File: src/rtl/memory_writeback.sv
// Write-side BRAM controller: buffers an upstream pixel stream in a small FIFO
// and writes it in raster order into the output BRAM while store_run_i is high.
module memory_writeback #(
  parameter int MAX_ROW    = 540,
  parameter int MAX_COL    = 540,
  parameter int ADDR_W     = 19,
  parameter int DATA_W     = 8,
  parameter int FIFO_DEPTH = 4
) (
  input  logic              clk,
  input  logic              rst,
  input  logic              store_run_i,
  output logic              store_done_o,
  input  logic              valid_i,
  input  logic [DATA_W-1:0] data_i,
  output logic              ready_o,
  output logic              ena_o,
  output logic              wea_o,
  output logic [ADDR_W-1:0] addr_o,
  output logic [DATA_W-1:0] d2mem_o,
  output logic [9:0]        cnt_img_row_o,
  output logic [9:0]        cnt_img_col_o
);

  // Handshake: upstream moves a pixel on a rising edge where valid_i && ready_o;
  // ready_o is registered and already reflects the occupancy after that edge.

  localparam int PTR_W = (FIFO_DEPTH > 1) ? $clog2(FIFO_DEPTH) : 1;
  localparam logic [ADDR_W-1:0] LAST_ADDR = ADDR_W'(MAX_ROW * MAX_COL - 1);
  localparam logic [9:0]        LAST_ROW  = 10'(MAX_ROW - 1);
  localparam logic [9:0]        LAST_COL  = 10'(MAX_COL - 1);
  localparam logic [PTR_W:0]    FULL_CNT  = (PTR_W + 1)'(FIFO_DEPTH);

  typedef enum logic [1:0] {IDLE, RUN, DONE} state_t;

  state_t              state_q, state_d;
  logic [PTR_W-1:0]    wr_ptr_q, wr_ptr_d, rd_ptr_q, rd_ptr_d;
  logic [PTR_W:0]      count_q, count_d;
  logic [ADDR_W-1:0]   addr_q, addr_d, wr_addr_q, wr_addr_d;
  logic [9:0]          row_q, row_d, col_q, col_d;
  logic [DATA_W-1:0]   d2mem_q, d2mem_d;
  logic                ena_q, ena_d, wea_q, wea_d;
  logic                ready_q, ready_d, done_q, done_d;
  logic                push, pop, last_pop;
  logic [DATA_W-1:0]   fifo_mem [FIFO_DEPTH];

  assign push     = valid_i && ready_q;
  assign pop      = (state_q == RUN) && store_run_i && (count_q != '0);
  assign last_pop = pop && (addr_q == LAST_ADDR);

  always_comb begin
    state_d   = state_q;
    wr_ptr_d  = wr_ptr_q + PTR_W'(push);
    rd_ptr_d  = rd_ptr_q + PTR_W'(pop);
    count_d   = count_q + (PTR_W + 1)'(push) - (PTR_W + 1)'(pop);
    addr_d    = addr_q;
    row_d     = row_q;
    col_d     = col_q;
    wr_addr_d = wr_addr_q;
    d2mem_d   = d2mem_q;
    ena_d     = pop;
    wea_d     = pop;

    if (pop) begin
      wr_addr_d = addr_q;
      d2mem_d   = fifo_mem[rd_ptr_q];
      addr_d    = addr_q + 1'b1;
      if (col_q == LAST_COL) begin
        col_d = '0;
        row_d = (row_q == LAST_ROW) ? '0 : row_q + 1'b1;
      end else begin
        col_d = col_q + 1'b1;
      end
    end

    case (state_q)
      IDLE: if (store_run_i) state_d = RUN;
      RUN: begin
        // The final pop also drops whatever is still buffered.
        if (last_pop) begin
          state_d  = DONE;
          wr_ptr_d = '0;
          rd_ptr_d = '0;
          count_d  = '0;
        end
      end
      DONE: begin
        if (!store_run_i) begin
          state_d = IDLE;
          addr_d  = '0;
          row_d   = '0;
          col_d   = '0;
        end
      end
      default: state_d = IDLE;
    endcase

    ready_d = (count_d != FULL_CNT) && (state_d != DONE);
    done_d  = (state_d == DONE);
  end

  always_ff @(posedge clk or posedge rst) begin
    if (rst) begin
      state_q   <= IDLE;
      wr_ptr_q  <= '0;
      rd_ptr_q  <= '0;
      count_q   <= '0;
      addr_q    <= '0;
      row_q     <= '0;
      col_q     <= '0;
      wr_addr_q <= '0;
      d2mem_q   <= '0;
      ena_q     <= 1'b0;
      wea_q     <= 1'b0;
      ready_q   <= 1'b0;
      done_q    <= 1'b0;
    end else begin
      state_q   <= state_d;
      wr_ptr_q  <= wr_ptr_d;
      rd_ptr_q  <= rd_ptr_d;
      count_q   <= count_d;
      addr_q    <= addr_d;
      row_q     <= row_d;
      col_q     <= col_d;
      wr_addr_q <= wr_addr_d;
      d2mem_q   <= d2mem_d;
      ena_q     <= ena_d;
      wea_q     <= wea_d;
      ready_q   <= ready_d;
      done_q    <= done_d;
    end
  end

  // Storage needs no reset; occupancy is tracked by the pointers and count.
  always_ff @(posedge clk) begin
    if (push) fifo_mem[wr_ptr_q] <= data_i;
  end

  assign store_done_o  = done_q;
  assign ready_o       = ready_q;
  assign ena_o         = ena_q;
  assign wea_o         = wea_q;
  assign addr_o        = wr_addr_q;
  assign d2mem_o       = d2mem_q;
  assign cnt_img_row_o = row_q;
  assign cnt_img_col_o = col_q;

endmodule

File: config.mk
export PLATFORM = sky130hd
export DESIGN_NAME = memory_writeback
export DESIGN_NICKNAME = d
export VERILOG_FILES = /design/src/rtl/memory_writeback.sv
export SDC_FILE = /design/constraint.sdc
export NUM_CORES = 1
export LEC_CHECK = 0
export CAP_MARGIN = 20
export CORE_ASPECT_RATIO = 1.75
export CORE_UTILIZATION = 37
export CTS_BUF_LIST = sky130_fd_sc_hd__clkbuf_16
export CTS_CLUSTER_DIAMETER = 80
export CTS_CLUSTER_SIZE = 24
export DETAILED_ROUTE_END_ITERATION = 16
export PLACE_DENSITY = 0.65
export SETUP_SLACK_MARGIN = 0.02
export SLEW_MARGIN = 15
export SYNTH_ARGS = -nofsm -noshare
export SYNTH_HDL_FRONTEND = slang
export SYNTH_SLANG_ARGS = --single-unit
File: constraint.sdc
create_clock -name clk -period 5.9 [get_ports clk]
set_input_delay 0.885 -clock clk [delete_from_list [all_inputs] [get_ports clk]]
set_output_delay 0.885 -clock clk [all_outputs]
set_load 0.01 [all_outputs]
==> results.md, run 1 <==
* Fill cell count at 1139
* Least-Margin Pin Slew at 0.767 ns
* CTS Buf Count at 9
* Crit path buffers/inverters at 2
* Final ANT Viol Nets at 0
* Sequential element share of the synthesized area at 61.5%
* FFs w/ async S/R, synth at 70.9%
* Mapped Nets at 440
* Root Driver: clkbuf_16
* H-tree level count at 3
* Row count at 54
* Maximum clock rate at 332 MHz
* Worst Hold Class: reg2reg
* Initial antenna violation count at 0
* Layout cells sized above 1 at 7.84%
* Area Overhead vs Synth at 23.2%
* Synthesis Warnings at 0
* Largest net degree at the start of global routing at 62
* Post-synthesis area per instance at 11.3 um^2
* Post-synthesis cell count at 421
* Final Net Count at 499
* P_int at 0.00160 W
* Reg2reg path depth at 9
* Crit path launch type: input port
* CTS-repair resized insts at 0
* Worst EP arrival at 3.25 ns
* Ports at 63
* Post-synth top flop: dfrtp_1
* Clock sinks at 110
* Power per cell area at 398 nW/um^2
* CTS tree: done
* Skew-Pair Late Insertion Delay at 0.36 ns
* CP Class: in2reg
* RSZ-0062 raised after global routing: no
* Buffers on Ports at 62
* Worst path required time at 6.14 ns
* Bufs on Longest Clock Path at 2
* Peak VDD IR at 228 uV
* Starting Density at 37.9%
* Yosys reg bits at 110
* Place WS at 2.50 ns
* Core area at 12500 um^2
* Hold Path Stages at 2
* Endpoints failing hold at 0
* Max Cap Viol at 0
* Slew margin rel. at 48.4%
* Setup_tns at 0 ns
* CP endpoint kind: register
* Outcome: finished clean
* Fin cells at 653
* Worst clock skew at 0.00884 ns
* Leak pwr at 2.48 nW
* # DRC at 0
* Placed cell count at 637
* Antenna Cells at 0
* Die width at 87.6 um
* Combinational Power Share at 25.2%
* Via count of the routed design at 3287
* GRT overflow at 0
* Die area at 13300 um^2
* GP Congestion at 0.830
* DR pass1 iterations at 4
* Routed len/inst at 15.1 um
* Net switching power at 0.000725 W
* Synth cell types at 47
* Post-Route WL at 9870 um
* First DRT Iteration DRCs at 213
* Clk pin slew, worst setup/hold paths at 0.07 ns
* Vias in the first global route at 3301
* Switching Fraction at 31.3%
* Cell mode on critical path: nor2_1
* Post-CTS setup buffers at 0
* Family with the most delay on the worst path: buffers and inverters
* Total Routing Usage GR at 16.3%
* Clock Power Share at 27.4%
* Fin crit period at 3.01 ns
* Crit path cell chain: clkdlybuf4s50_1 -> nand3b_1 -> nand2b_1 -> buf_4 -> nor2_1 -> fa_1 -> xor2_1 -> xnor2_1 -> nor3b_1 -> nor2_1
* HPWL after detailed placement at 6780 um
* Setup ws final at 2.89 ns
* Largest stage delay, worst path at 0.50 ns
* Post-synth EDFFs at 32
* Hold_ws at 0.484 ns
* DR vias/cell at 5.03
* # hold bufs at CTS at 0
* Period utilization at 51.0%
* Slowest cell on crit path: clkdlybuf4s50_1
* Die Y at 152 um
* Crit Path Max Fanout at 32
* Max-slew violations at 0
* Mapped cell area at 4740 um^2
* Flop pwr share at 47.4%
* Final setup vio count at 0
* Global-route wire length before repair at 16300 um
* Critical path depth at 10
==> synth_stat cells, types with 2 or more instances <==
| cell type | instances | area, um^2 |
|---|---|---|
| nand2_1 | 105 | 394 |
| dfrtp_1 | 78 | 1950 |
| nor2_1 | 45 | 169 |
| edfxtp_1 | 32 | 961 |
| xor2_1 | 24 | 210 |
| nand3_1 | 18 | 90.1 |
| clkbuf_1 | 13 | 48.8 |
| xnor2_1 | 11 | 96.3 |
| nand4_1 | 9 | 56.3 |
| mux4_2 | 8 | 180 |
| a21oi_1 | 7 | 35.0 |
| nor3_1 | 7 | 35.0 |
| ha_1 | 6 | 75.1 |
| inv_1 | 5 | 18.8 |
| and3_1 | 4 | 25.0 |
| nor2b_1 | 3 | 18.8 |
| nor3b_1 | 3 | 22.5 |
| nor4_1 | 3 | 18.8 |
| or4_1 | 3 | 22.5 |
| a311oi_1 | 2 | 17.5 |
| a31o_2 | 2 | 17.5 |
| and2_1 | 2 | 12.5 |
| and4_1 | 2 | 17.5 |
| buf_1 | 2 | 7.51 |
| nand2b_1 | 2 | 12.5 |
| nand3b_1 | 2 | 15.0 |
| nor4b_1 | 2 | 17.5 |
| nor4b_2 | 2 | 30.0 |
==> final timing paths <==
| check | start | endpoint | slack [ns] |
|---|---|---|---|
| max reg2reg | count_q[1] | ready_o | 3.38 |
| max in group asynchronous | rst | state_q[1] | 3.98 |
| min reg2reg | addr_o[7] | addr_o[7] | 0.48 |
| max | store_run_i | ready_o | 2.89 |
| min in group asynchronous | rst | d2mem_o[4] | 0.82 |
| min | addr_o[7] | addr_o[7] | 0.48 |
==> routing by layer <==
| metal | share of wire (%) | track usage [%] | vias up |
|---|---|---|---|
| li1 | - | - | 1561 |
| met1 | 42 | 19.5 | 1602 |
| met2 | 52 | 27.9 | 96 |
| met3 | 3.5 | 2.65 | 28 |
| met4 | 2.6 | 8.61 | 0 |
| met5 | 0 | 0 | - |
==> power by group through the flow <==
stage	Sequential (W)	Clock (W)	Combinational [W]
floorplan	0.00108	0	0.000373
global placement	0.00111	0	0.000569
detailed placement	0.00111	0	0.000590
CTS	0.00110	0.000650	0.000595
global route	0.00112	0.000681	0.000653
finish	0.00110	0.000636	0.000584
==> cells in the final DEF (no fill, tap or decap), types with 4 or more instances in the layout <==
cell type and count:
nand2_1 105, dfrtp_1 78, clkdlybuf4s50_1 62, nor2_1 45, edfxtp_1 32, xor2_1 24, nand3_1 18, xnor2_1 11
nand4_1 9, clkbuf_16 9, mux4_2 8, nor3_1 7, a21oi_1 7, ha_1 6, and3_1 4, inv_1 4
buf_4 4
==> flip-flops by register name (all words and copies together), names as in the netlist <==
| register | cells |
|---|---|
| d2mem_o | 8 |
| addr_o | 19 |
| fifo_mem | 32 |
| store_done_o | 1 |
| wea_o | 1 |
| cnt_img_row_o | 10 |
| rd_ptr_q | 2 |
| ready_o | 1 |
| state_q | 2 |
| cnt_img_col_o | 10 |
| wr_ptr_q | 2 |
| addr_q | 19 |
| count_q | 3 |
==> per-stage QoR <==
| stage | utilization, % | power (W) | area, um^2 |
|---|---|---|---|
| 2_1_floorplan | - | 0.00145 | 4740 |
| 3_3_place_gp | 44.2 | 0.00168 | 5530 |
| 3_5_place_dp | 44.2 | 0.00170 | 5530 |
| 4_1_cts | 46.7 | 0.00235 | 5840 |
| 5_1_grt | 46.7 | 0.00246 | 5840 |
| 6_report | 46.7 | 0.00232 | 5840 |
==> worst min-delay path: stages, from the launching register on <==
cell and delay, ns:
dfrtp_1 0.35, nand2_1 0.05, nand2_1 0.06
==> logic make-up after synthesis <==
kind of cell,Yosys count,share of synthesized area (%)
simple gates,220,21.8
flops,110,61.5
xor+xnor,35,6.47
buf+inv,24,2.16
compound gates,17,2.35
mux,8,3.80
fa+ha+maj,7,2.01
==> area by class of cell <==
cell class	instances	area, um^2	area share [%]
multi-input combinational	287	1730	29.6
tap	168	210	3.60
clock inverter	7	87.6	1.50
clock buffer	9	225	3.86
timing repair buffer	66	651	11.1
sequential	110	2910	49.9
inverter	6	22.5	0.386
Note: power is estimated with default switching activity, not from simulation.
==> inputs of run 2 (changes only) <==
clock period = 2.8 ns   (was 5.9 ns; I/O delays follow)
==> run 2 against run 1 <==
  * Register-to-register slack worse by 3.1 ns
  * Cell area is 1.1% higher
  * Worst setup slack worse by 2.6 ns
  * Core utilization is 0.51 points higher
  * Non-clock buffer count is 8 higher
  * Clock skew is 0.0019 ns lower
  * Hold slack worse by 0.011 ns
  * Sequential share of layout area is 0.54 points lower
  * Largest cell class unchanged
==> results.md, run 2 (synthesis results as in run 1) <==
* CTS Buf Count at 9
* Combinational Power Share at 26.4%
* GRT overflow at 0
* Final Core Density at 47.2%
* Peak VDD IR at 474 uV
* Core area at 12500 um^2
* Skew-Pair Late Insertion Delay at 0.35 ns
* Fill cell count at 1166
* Initial antenna violation count at 0
* CTS-repair resized insts at 0
* # hold bufs at CTS at 0
* R2R Path End: ready_o
* Endpoints failing hold at 0
* Fin crit period at 2.52 ns
* Layout cells sized above 1 at 9.33%
* Area after DPL at 5600 um^2
* Crit path launch type: register
* Crit Path Max Fanout at 32
* Reg2reg setup slack at 0.28 ns
* # DRC at 0
* Final setup vio count at 0
* Starting Density at 37.9%
* CP Class: reg2reg
* Row count at 54
* Routed met1 length at 4160 um
* Total Routing Usage GR at 16.3%
* Final Net Count at 507
* Vias in the first global route at 3351
* Reg2reg path depth at 9
* Flop pwr share at 47.3%
* Global-route wire length before repair at 16500 um
* Die Y at 152 um
* Bufs on Longest Clock Path at 2
* CTS tree: done
* Outcome: finished clean
* Commonest cells after routing, fill and taps aside: nand2_1, dfrtp_1, clkdlybuf4s50_1
* Setup_tns at 0 ns
* Power per cell area at 823 nW/um^2
* Max-slew violations at 0
* Least-Margin Pin Slew at 0.629 ns
* Period utilization at 90.1%
* Worst Hold Class: in2async
* DR vias/cell at 4.97
* Post-CTS setup buffers at 0
* Root Driver: clkbuf_16
* End of the critical path: ready_o
* Via count of the routed design at 3284
* Buffers on Ports at 62
* Largest net degree at the start of global routing at 79
* Die width at 87.6 um
* Ports at 63
* Antenna Cells at 0
* Worst path required time at 3.03 ns
* Area Overhead vs Synth at 24.5%
* DR pass1 iterations at 6
* Die area at 13300 um^2
* Commonest non-fill, non-tap cell in the layout: nand2_1
* Critical path startpoint: count_q[1]
* Maximum clock rate at 396 MHz
* HPWL after detailed placement at 6810 um
* Worst R2R Start: count_q[1]
* Max reg flops at 32
* Slew margin rel. at 57.8%
* Biggest register: fifo_mem
* Met2 Wirelength at 5120 um
* Post-Route WL at 9920 um
* GP Congestion at 0.794
* Clock Power Share at 26.3%
* Net switching power at 0.00150 W
* Switching Fraction at 30.8%
* Worst EP arrival at 2.76 ns
* H-tree level count at 3
* Leak pwr at 2.51 nW
* RSZ-0062 raised after global routing: no
* P_int at 0.00336 W
* Layout Cell Area excl Fill at 5900 um^2
* Final ANT Viol Nets at 0
* Worst clock skew at 0.00692 ns
* Top layer reached by signal wires: met4
* Max Cap Viol at 0
* First DRT Iteration DRCs at 201
* Clock sinks at 110
* Clk pin slew, worst setup/hold paths at 0.07 ns
* Routed len/inst at 15.0 um
* CP endpoint kind: register
* Routed met3 length at 403 um
==> run 2: changes by cell type in the layout (fill, tap and decap cells not counted), sizes merged <==
cell,before,now
buf,4,12
inv,11,6
clkinvlp,0,3
clkinv,1,3
==> run 2: per-layer routing <==
layer	global-route usage (%)	vias up
met4	7.05	0
li1	-	1566
met5	0	-
met2	28.7	84
met3	3.25	22
met1	19.1	1612
==> run 2: layout make-up <==
class	instances	area (um^2)	share of cell area, %
sequential	110	2910	49.4
tap	168	210	3.56
timing repair buffer	74	727	12.3
clock buffer	9	225	3.82
inverter	6	22.5	0.382
multi-input combinational	287	1730	29.3
clock inverter	7	75.1	1.27
==> run 2: worst min-delay path by stage <==
stage	from	to	slack, ns	depth (start not counted)
2_1_floorplan	addr_q[18]	addr_o[18]	0.47	2
3_3_place_gp	addr_o[0]	addr_o[0]	0.46	2
3_5_place_dp	addr_o[5]	addr_o[5]	0.47	2
4_1_cts	addr_o[5]	addr_o[5]	0.49	2
5_1_grt	addr_o[7]	addr_o[7]	0.51	2
6_report	rst	d2mem_o[0]	0.47	3
==> run 2: worst max-delay path: stages (launching register included) <==
cell and delay [ns]:
dfrtp_1 0.43, or3_1 0.42, nand2b_1 0.16, buf_6 0.28
nor2_1 0.12, fa_1 0.42, xor2_1 0.17, xnor2_1 0.15
nor3b_1 0.20, nor2_1 0.06
==> run 2: power groups by stage <==
stage          registers (W)  logic [W]  clock network (W)
2_1_floorplan        0.00227   0.000786                  0
3_3_place_gp         0.00232    0.00125                  0
3_5_place_dp         0.00233    0.00129                  0
4_1_cts              0.00230    0.00130            0.00132
5_1_grt              0.00235    0.00143            0.00137
6_report             0.00230    0.00128            0.00128
==> run 2: metrics by stage <==
stage               cells  setup slack (ns)  total power, W  hold slack (ns)
global placement      645             0.122         0.00357            0.459
global route          661            0.0941         0.00515            0.513
floorplan             421            0.0883         0.00305            0.473
finish                661             0.276         0.00486            0.473
detailed placement    645            0.0293         0.00362            0.470
CTS                   661             0.182         0.00492            0.488
==> inputs of run 3 (changes only) <==
CAP_MARGIN = 30   (was 20)
==> results of run 3 <==
Final layout, timing and power as in run 2 (identical DEF).
